<file path="config.mk">
export PLATFORM = sky130hd
export DESIGN_NAME = pipe_ctrl
export DESIGN_NICKNAME = d
export VERILOG_FILES = /design/src/rtl/pipe_ctrl.sv
export SDC_FILE = /design/constraint.sdc
export NUM_CORES = 1
export LEC_CHECK = 0
export BUFFER_PORTS_ARGS = -buffer_cell sky130_fd_sc_hd__buf_2
export CORE_MARGIN = 3
export CORE_UTILIZATION = 53
export CTS_CLUSTER_SIZE = 16
export DETAILED_ROUTE_END_ITERATION = 16
export HOLD_SLACK_MARGIN = 0.1
export PLACE_DENSITY_LB_ADDON = 0.15
export RECOVER_POWER = 25
export SYNTH_ARGS = -nofsm -noshare
export SYNTH_HDL_FRONTEND = slang
export SYNTH_SLANG_ARGS = --single-unit
</file>
<file path="constraint.sdc">
create_clock -name clk -period 3.5 [get_ports clk]
set_input_delay 0.35 -clock clk [delete_from_list [all_inputs] [get_ports clk]]
set_output_delay 0.35 -clock clk [all_outputs]
set_load 0.01 [all_outputs]
</file>
<file path="src/rtl/pipe_ctrl.sv">
// Pipeline control for the five-stage core: per-stage stall/bubble generation,
// memory-stage request/response sequencing and load-use / redirect hazard handling.
module pipe_ctrl #(
  parameter int CNT_W = 32
) (
  input  logic             clk,
  input  logic             rst,
  input  logic             e_is_load,
  input  logic [4:0]       e_rd,
  input  logic [4:0]       d_rs1,
  input  logic [4:0]       d_rs2,
  input  logic             d_rs1_used,
  input  logic             d_rs2_used,
  input  logic             e_redirect,
  input  logic             m_mem_op,
  input  logic             dmem_req_ready,
  input  logic             dmem_resp_valid,
  output logic             dmem_req_valid,
  output logic             regF_stall,
  output logic             regD_stall,
  output logic             regE_stall,
  output logic             regM_stall,
  output logic             regD_bubble,
  output logic             regE_bubble,
  output logic             regM_bubble,
  output logic             regW_bubble,
  output logic [CNT_W-1:0] mem_stall_cnt
);

  localparam logic [1:0] S_IDLE = 2'd0;
  localparam logic [1:0] S_REQ  = 2'd1;
  localparam logic [1:0] S_WAIT = 2'd2;
  localparam logic [1:0] S_DONE = 2'd3;

  logic [1:0]       state_q, state_d;
  logic [CNT_W-1:0] cnt_q, cnt_d;
  logic             mem_busy;
  logic             load_use;

  // Memory access sequencer; DONE always returns to IDLE so a finished op is never re-issued
  always_comb begin
    state_d = state_q;
    case (state_q)
      S_IDLE: begin
        if (m_mem_op) state_d = S_REQ;
        else          state_d = S_IDLE;
      end
      S_REQ: begin
        if (dmem_req_ready) state_d = S_WAIT;
        else                state_d = S_REQ;
      end
      S_WAIT: begin
        if (dmem_resp_valid) state_d = S_DONE;
        else                 state_d = S_WAIT;
      end
      S_DONE:  state_d = S_IDLE;
      default: state_d = S_IDLE;
    endcase
  end

  assign mem_busy       = m_mem_op && (state_q != S_DONE);
  assign dmem_req_valid = (state_q == S_REQ);

  assign load_use = e_is_load && (e_rd != 5'd0) &&
                    ((d_rs1_used && (d_rs1 == e_rd)) || (d_rs2_used && (d_rs2 == e_rd)));

  // Hazard priority: memory stall freezes everything, then redirect flush, then load-use bubble
  always_comb begin
    regF_stall  = 1'b0;
    regD_stall  = 1'b0;
    regE_stall  = 1'b0;
    regM_stall  = 1'b0;
    regD_bubble = 1'b0;
    regE_bubble = 1'b0;
    regM_bubble = 1'b0;
    regW_bubble = 1'b0;
    if (mem_busy) begin
      regF_stall  = 1'b1;
      regD_stall  = 1'b1;
      regE_stall  = 1'b1;
      regM_stall  = 1'b1;
      regW_bubble = 1'b1;
    end else if (e_redirect) begin
      regD_bubble = 1'b1;
      regE_bubble = 1'b1;
    end else if (load_use) begin
      regF_stall  = 1'b1;
      regD_stall  = 1'b1;
      regE_bubble = 1'b1;
    end else begin
      regF_stall  = 1'b0;
    end
  end

  // Stall-cycle counter wraps naturally at 2^CNT_W
  always_comb begin
    if (mem_busy) cnt_d = cnt_q + {{(CNT_W-1){1'b0}}, 1'b1};
    else          cnt_d = cnt_q;
  end

  // State and counter registers
  always_ff @(posedge clk or posedge rst) begin
    if (rst) begin
      state_q <= S_IDLE;
      cnt_q   <= {CNT_W{1'b0}};
    end else begin
      state_q <= state_d;
      cnt_q   <= cnt_d;
    end
  end

  assign mem_stall_cnt = cnt_q;

endmodule

</file>
* Yosys cells after proc, flatten, opt, wreduce, memory -nomap -nowiden *
Index checks and enable logic that the tools add are counted.

word-level totals
  bits in registers = 34

cells by class
  eq/ne operators = 6
  $add $sub $neg = 1
  reductions and logical operators = 8
  muxes and demuxes = 12

operators by type and width
  kind                   number
  $add 32x1->32 const B  1
  $eq 5x5->1             2
  $mux 1                 10
  $pmux 2 s4             1
  $logic_and 1x1->1      5
  $reduce_bool 5->1      1
  $eq 2x2->1 const B     2
  $eq 2x1->1 const B     1
  $logic_not 2->1        1
  $mux 2                 1
  $ne 2x2->1 const B     1
  $logic_or 1x1->1       1

* Logic depth before layout (Yosys ltp) *
Gate-level depths: netlist of run 1.

  word-level depth = 7
  gate-level depth with buffers = 6
  gate-level depth less buffers = 5

* Worst setup path after synthesis of run 1 *
Ideal clock, no wire load.

  kind = input port to output port
  start = input e_rd[3]
  end = output regF_stall
  setup slack = 1,621 ps
  data required time = 3,150 ps
  data arrival time = 1,529 ps
  cell stages on the path = 5
  path buffers = 1
  cell sequence = xor2_1 > nor4_1 > a32oi_1 > o31ai_1 > buf_4

on the way
  longest elaborated chain between the ends = 7

ends and longest elaborated chain
  element                  RTL line  text
  start: declaration       9         input logic [4:0] e_rd,
  $eq 5x5->1               65        ((d_rs1_used && (d_rs1 == e_rd)) || (d_rs2_used && (d_rs2 == e_rd)));
  $logic_and 1x1->1        65
  $logic_or 1x1->1         65
  $logic_and 1x1->1 (*)    64        assign load_use = e_is_load && (e_rd != 5'd0) &&
  $mux 1 (*) (3 in a row)  --
  end: declaration         19        output logic regF_stall,

Every way passes the cells marked *; elsewhere a longest branch is shown, timed or not.

==> results.json, run 1 <==
{
  "slowest_delay_ps": 1230,
  "cts_root_buffer": "clkbuf_4",
  "tightest_slew_ps": 1717,
  "pre_cts_slack_ps": 1577,
  "synth_top_area_cell": "dfrtp_1",
  "post-route-period-util_pct": 61.20,
  "crit_family": "buffers and inverters",
  "endpoint_kind": "asynchronous set/reset pin",
  "critPathKind": "input port to asynchronous set/reset pin",
  "max_cap_viol_count": 1,
  "finalSetupViolCount": 0,
  "synth-async-reset-ratio_pct": 100.0,
  "firstDrtPassIters": 4,
  "insertedDiodeCount": 0,
  "crit_path_cell_trace": "dlygate4sd3_1, buf_2, inv_1, clkbuf_1",
  "fin_skew_ps": 9.233,
  "holdCritPathClass": "input port to flop",
  "seq_area_frac_synth_pct": 47.65,
  "fp.dieH_um": 64.04,
  "finalHoldViolations": 0,
  "p_int_mw": 0.6545,
  "grt_util_met1_pct": 23.15,
  "swShare_pct": 33.64,
  "worstPathRequired_ps": 3630,
  "violations": "max-capacitance violations, max-slew violations",
  "io_pins": 65,
  "syn-cell-area_um2": 1785,
  "final_cell_area_um2": 2161,
  "grt_pass1_vias": 1457,
  "slew_violations": 35,
  "syn_avg_cell_area_um2": 10.82,
  "worstPathMaxFanout": 34,
  "synth_top_area_share_pct": 47.65,
  "start_kind": "input port",
  "die_w_um": 64.04,
  "synth_area_leaders": "dfrtp_1 (48%), xnor2_1 (13%), xor2_1 (6.9%), nand4_1 (5.6%), buf_4 (2.9%)",
  "synth-xor-area-share_pct": 20.11,
  "synth_mux_area_share_pct": 1.121,
  "routed_wl_um": 3704,
  "area_growth_pct": 21.02,
  "num_vias": 1437,
  "cts_tree": "built",
  "grt_antenna_before_repair": 0,
  "cts.path.max_buffers": 2,
  "grt_usage_pct": 20.05,
  "clkPwrFrac_pct": 23.0,
  "syn-num-nets": 190,
  "p_per_area_nw_per_um2": 456.4,
  "grt_max_degree": 35,
  "io_buffers": 63,
  "synth_fa_ha_area_share_pct": 0.7008,
  "viasPerCell": 5.264,
  "coreArea_um2": 3128,
  "tns_ps": 0,
  "h-tree-depth": 2,
  "synth-edff-count": 0,
  "status": "finished with violations",
  "clock_latency_ps": 330,
  "timing.final.ws_setup_ps": 1358,
  "fin_nets": 253,
  "layoutNonFillerInstCount": 273,
  "place_congestion": 0.7927,
  "path_buf_inv": 4,
  "power_frac_seq_pct": 52.5,
  "ys.flop_type": "dfrtp_1",
  "cts_made_buffers": 5,
  "ir_worst_vdd_mv": 0.3770,
  "post-dp-hpwl_um": 2814,
  "synthCells": 165,
  "gr-usage-met3_pct": 5.800,
  "wl_per_cell_um": 13.57,
  "synthDistinctLibCells": 32,
  "fmax_mhz": 466.8,
  "grt_util_met2_pct": 35.87,
  "die_area_um2": 4101,
  "reg2reg_from": "mem_stall_cnt[0]",
  "fin_crit_ps": 2142,
  "combPwrFrac_pct": 24.5,
  "ctsResizeCount": 0,
  "rows": 20,
  "fin_util_pct": 69.08,
  "crit_path_start": "rst",
  "power.leakage_nw": 1.095,
  "yosysWarnings": 0,
  "cts.sinks": 34,
  "power_switching_mw": 0.3317,
  "drive_above_1_share_pct": 32.75,
  "initial_core_util_pct": 57.08,
  "placed_cell_area_um2": 2095,
  "drt-initial-drc-count": 75,
  "critPathArrivalTime_ps": 2270,
  "synth_top_family_by_area": "simple AND/OR/NAND/NOR gates",
  "ant_nets": 0,
  "synth_compound_area_share_pct": 2.453,
  "synthSimpleGateAreaFrac_pct": 22.63,
  "holdCritStartpoint": "dmem_resp_valid",
  "drc_errors": 0,
  "synth_seq_cells": 34,
  "rsz0062_at_grt": "false",
  "top_usage_layer": "met2",
  "slowest_stage": "clkbuf_1",
  "grt-ovfl-total": 0,
  "clkTransAtPathRegs_ps": 90,
  "dp.cells": 264,
  "relSlewSlack_pct": -14.47,
  "grt_first_pass_wirelength_um": 6548
}
[worst min-delay path: stages]
cell	delay [ps]
buf_2	80
nand3b_1	70
o21ai_0	70
[power by group through the flow]
stage / clock network (mW) / registers [mW] / logic, mW
2_1_floorplan: 0 / 0.532 / 0.140
3_3_place_gp: 0 / 0.519 / 0.236
3_5_place_dp: 0 / 0.525 / 0.245
4_1_cts: 0.228 / 0.518 / 0.247
5_1_grt: 0.253 / 0.530 / 0.270
6_report: 0.227 / 0.518 / 0.241
[routing by layer]
layer | share of wire [%] | routed length, µm
met1 | 40 | 1490
met2 | 52 | 1922
met3 | 7.2 | 267
met4 | 0.65 | 24
met5 | 0 | 0
[layout by cell type (no fill, tap or decap), types with 2 or more instances in the layout]
| master | instances |
|---|---|
| buf_2 | 63 |
| dfrtp_1 | 34 |
| xnor2_1 | 27 |
| nand4_1 | 16 |
| xor2_1 | 14 |
| nand2_1 | 11 |
| and3_1 | 7 |
| nand3_1 | 7 |
| inv_1 | 6 |
| clkbuf_4 | 5 |
| and4_1 | 4 |
| nor2_1 | 3 |
| nor3_1 | 3 |
| nor4_1 | 3 |
| mux2i_1 | 2 |
| and2_1 | 2 |
| o21ai_0 | 2 |
| o31ai_1 | 2 |
| clkbuf_1 | 2 |
[final timing paths]
kind                       cells after the start  slack [ps]                 to
max                                            4        1360   mem_stall_cnt[4]
min reg2reg                                    1         480  mem_stall_cnt[31]
min                                            3         280         state_q[0]
max in group clk                               4        1540        regE_bubble
max reg2reg                                    5        1570  mem_stall_cnt[28]
min in group asynchronous                      4        1150  mem_stall_cnt[24]
[area by class of cell]
type	instances	area [µm²]
Tap cell	44	55.05
Timing Repair Buffer	65	329.1
Sequential cell	34	850.8
Multi-Input combinational cell	116	843.3
Inverter	6	22.52
Fill cell	273	967.2
Clock buffer	7	55.05
Clock inverter	1	5.005
[cell families (layout without fill, tap and decap cells)]
group | Yosys count | count (layout)
and+or+nand+nor | 65 | 65
xor gates and xnor gates | 41 | 41
DFF | 34 | 34
buffers and inverters | 15 | 79
AOI/OAI and AO/OA | 6 | 6
muxes | 2 | 2
adders and majority gates | 1 | 1
other | 1 | 1
[cells in the mapped netlist (2+ instances only)]
master / n
nor3_1: 3
xnor2_1: 27
inv_1: 6
and2_1: 2
mux2i_1: 2
dfrtp_1: 34
xor2_1: 14
nand4_1: 16
nor2_1: 3
buf_4: 7
nor4_1: 3
o31ai_1: 2
and3_1: 7
and4_1: 4
o21ai_0: 2
nand3_1: 7
nand2_1: 11
[sequential cells by signal, indices dropped and copies added (netlist names), named ones only]
| register | flops |
|---|---|
| mem_stall_cnt | 32 |
| state_q | 1 |
[timing repair]
| item | in CTS | in global routing |
|---|---|---|
| hold buffers | 1 | 0 |
| hold endpoints to repair | 9 | 0 |
| buffers inserted | 0 | 0 |
[per-stage QoR]
| step | total power [mW] | hold WS (ps) |
|---|---|---|
| 2_1_floorplan | 0.6719 | 491.6 |
| 3_3_place_gp | 0.7559 | 454.8 |
| 3_5_place_dp | 0.7709 | 456.2 |
| 4_1_cts | 0.9939 | 277.6 |
| 5_1_grt | 1.053 | 294.3 |
| 6_report | 0.9862 | 282.6 |
Note: power is estimated with default switching activity, not from simulation.
==> run 2: changes to the inputs <==
--- a/config.mk
+++ b/config.mk
@@ -5,9 +5,10 @@
 export SDC_FILE = /design/constraint.sdc
 export NUM_CORES = 1
 export LEC_CHECK = 0
+export ABC_AREA = 1
 export BUFFER_PORTS_ARGS = -buffer_cell sky130_fd_sc_hd__buf_2
 export CORE_MARGIN = 3
-export CORE_UTILIZATION = 53
+export CORE_UTILIZATION = 52
 export CTS_CLUSTER_SIZE = 16
 export DETAILED_ROUTE_END_ITERATION = 16
 export HOLD_SLACK_MARGIN = 0.1
==> constraint.sdc (replaced) <==
create_clock -name clk -period 2.19 [get_ports clk]
set_input_delay 0.219 -clock clk [delete_from_list [all_inputs] [get_ports clk]]
set_output_delay 0.219 -clock clk [all_outputs]
set_load 0.01 [all_outputs]
==> run 2 against run 1 <==
The flow now finishes without violations. Flip-flop and latch count is the same. Clock power increased to 2.6 times the previous value. Die area up 24%. Synthesized cell count is 90% higher. First-iteration DRC count increased by 48%. Cell area increased by 24%. Sequential share of layout area is 7.7 points lower.
==> results.json, run 2 <==
{
  "relSlewSlack_pct": 46.29,
  "drt-initial-drc-count": 111,
  "insertedDiodeCount": 0,
  "rows": 23,
  "rsz0062_at_grt": "false",
  "placed_cell_area_um2": 2569,
  "power_mw": 1.894,
  "synthCells": 313,
  "worstPathMaxFanout": 11,
  "drive_above_1_share_pct": 26.05,
  "clkTransAtPathRegs_ps": 70,
  "endpoint_kind": "output port",
  "finalHoldViolations": 0,
  "syn-cell-area_um2": 2225,
  "start_kind": "flop",
  "cts_root_buffer": "clkbuf_8",
  "critPathArrivalTime_ps": 1760,
  "synth_top_area_share_pct": 38.25,
  "cts.path.max_buffers": 2,
  "drc_errors": 0,
  "grt-ovfl-total": 0,
  "rrSetupSlack_ps": 580,
  "clock_latency_ps": 290,
  "grt_usage_pct": 20.59,
  "r2r_end": "mem_stall_cnt[28]",
  "p_per_area_nw_per_um2": 704.3,
  "ir_worst_vdd_mv": 0.4180,
  "yosysWarnings": 0,
  "place_congestion": 0.8729,
  "fp.dieH_um": 71.41,
  "holdCritPathClass": "input port to flop",
  "holdCritStartpoint": "dmem_req_ready",
  "syn-num-nets": 338,
  "worst-r2r-cell-count": 9,
  "synth_area_leaders": "dfrtp_1 (38%), nand2_1 (18%), inv_1 (6.6%), nor2_1 (6.4%), xor2_1 (5.5%)",
  "grt_pass1_vias": 1990,
  "viasPerCell": 4.867,
  "fin_nets": 405,
  "wl_per_cell_um": 11.68,
  "synth-async-reset-ratio_pct": 100.0,
  "post-synth-top-count-cell": "nand2_1",
  "seq_area_frac_synth_pct": 38.25,
  "grt_max_degree": 35,
  "h-tree-depth": 2,
  "ys.flop_type": "dfrtp_1",
  "cts_tree": "built",
  "fin_util_pct": 66.27,
  "final_cell_area_um2": 2689,
  "num_vias": 2093,
  "tns_ps": 0,
  "firstDrtPassIters": 4,
  "cts_made_buffers": 5,
  "fmax_mhz": 504.3,
  "max_cap_viol_count": 0,
  "post-route-period-util_pct": 90.54,
  "fin_skew_ps": 10.30,
  "grt_antenna_before_repair": 0,
  "status": "complete, no violations",
  "synth-edff-count": 0,
  "layout_common_cells": "nand2_1 (107), buf_2 (63), inv_1 (39)",
  "slew_violations": 0,
  "io_pins": 65,
  "synthDistinctLibCells": 27,
  "yosys-top-cells-count": "nand2_1 (107), inv_1 (39), nor2_1 (38), dfrtp_1 (34), nand3_1 (18)",
  "nFillCells": 372,
  "coreArea_um2": 4058,
  "io_buffers": 63,
  "ctsResizeCount": 0,
  "power.leakage_nw": 1.424,
  "syn_avg_cell_area_um2": 7.107,
  "die_area_um2": 5099,
  "die_w_um": 71.41,
  "largest_reg_flops": 32,
  "tightest_slew_ps": 805.6,
  "cp-endpoint": "regE_bubble",
  "finalSetupViolCount": 0,
  "synth_top_area_cell": "dfrtp_1",
  "critPathKind": "flop to output port",
  "initial_core_util_pct": 54.83,
  "area_growth_pct": 20.87,
  "cts.sinks": 34,
  "routed_wl_um": 5021,
  "fin_crit_ps": 1983,
  "ant_nets": 0,
  "layout_commonest_cell": "nand2_1",
  "grt_first_pass_wirelength_um": 8500,
  "post-cts-setup-buffer-count": 0,
  "synth_seq_cells": 34,
  "post-dp-hpwl_um": 4007,
  "worstPathRequired_ps": 1970
}
==> run 2: logic make-up after synthesis <==
kind of cell	synth area share, %
AOI/OAI and AO/OA	2.362
xor gates and xnor gates	8.605
adders and majority gates	0.5623
buffers and inverters	8.774
DFF	38.25
other	0.1686
and+or+nand+nor	41.28
==> run 2: critical path, stage by stage, from the launching register on <==
cell      delay, ps
dfrtp_1         430
nand2_2          70
nand2_2         210
clkinv_1        320
nor2_1          210
inv_1            50
nand2_1          50
buf_2           120
==> run 2: how the worst min path moves through the flow <==
stage | to | slack [ps] | depth (start not counted)
after global routing | flop | 220 | 3
after floorplan | flop | 340 | 2
after CTS | flop | 170 | 3
after global placement | mem_stall_cnt[1] | 330 | 3
after detailed placement | mem_stall_cnt[3] | 330 | 3
final | flop | 180 | 3
==> run 2: through the flow <==
| step | setup WS (ps) | std cells | hold slack (ps) |
|---|---|---|---|
| 2_1_floorplan | 750.6 | 313 | 340.0 |
| 3_3_place_gp | 596.3 | 422 | 332.9 |
| 3_5_place_dp | 525.5 | 422 | 333.2 |
| 4_1_cts | 206.1 | 430 | 175.0 |
| 5_1_grt | 15.13 | 430 | 215.0 |
| 6_report | 207.1 | 430 | 178.1 |
==> run 2: timing repair <==
action	CTS	global route
hold buffers	1	0
endpoints found under the hold margin	34	0
endpoints found under the setup margin	0	0
==> run 2: layout make-up <==
cell class | instances | area (µm²) | area share, %
Sequential cell | 34 | 850.8 | 31.64
Timing Repair Buffer | 65 | 330.3 | 12.28
Inverter | 41 | 153.9 | 5.724
Clock buffer | 6 | 82.58 | 3.071
Tap cell | 50 | 62.56 | 2.327
Clock inverter | 1 | 30.03 | 1.117
Multi-Input combinational cell | 233 | 1179 | 43.83
==> run 2: power by group <==
part           internal, mW  switching, mW  total (mW)
clock                 0.364          0.226       0.590
combinational         0.185          0.298       0.483
sequential            0.709          0.111       0.821
total                  1.26          0.635        1.89
==> run 2: layer usage <==
| layer | wire (µm) | part of all wire, % | vias up | global-route usage [%] |
|---|---|---|---|---|
| met4 | 55 | 1.1 | 0 | 5.846 |
| met3 | 262 | 5.2 | 7 | 4.488 |
| met2 | 2449 | 49 | 57 | 35.82 |
| met1 | 2253 | 45 | 940 | 25.62 |
| met5 | 0 | 0 | - | 0 |
| li1 | - | - | 1089 | - |
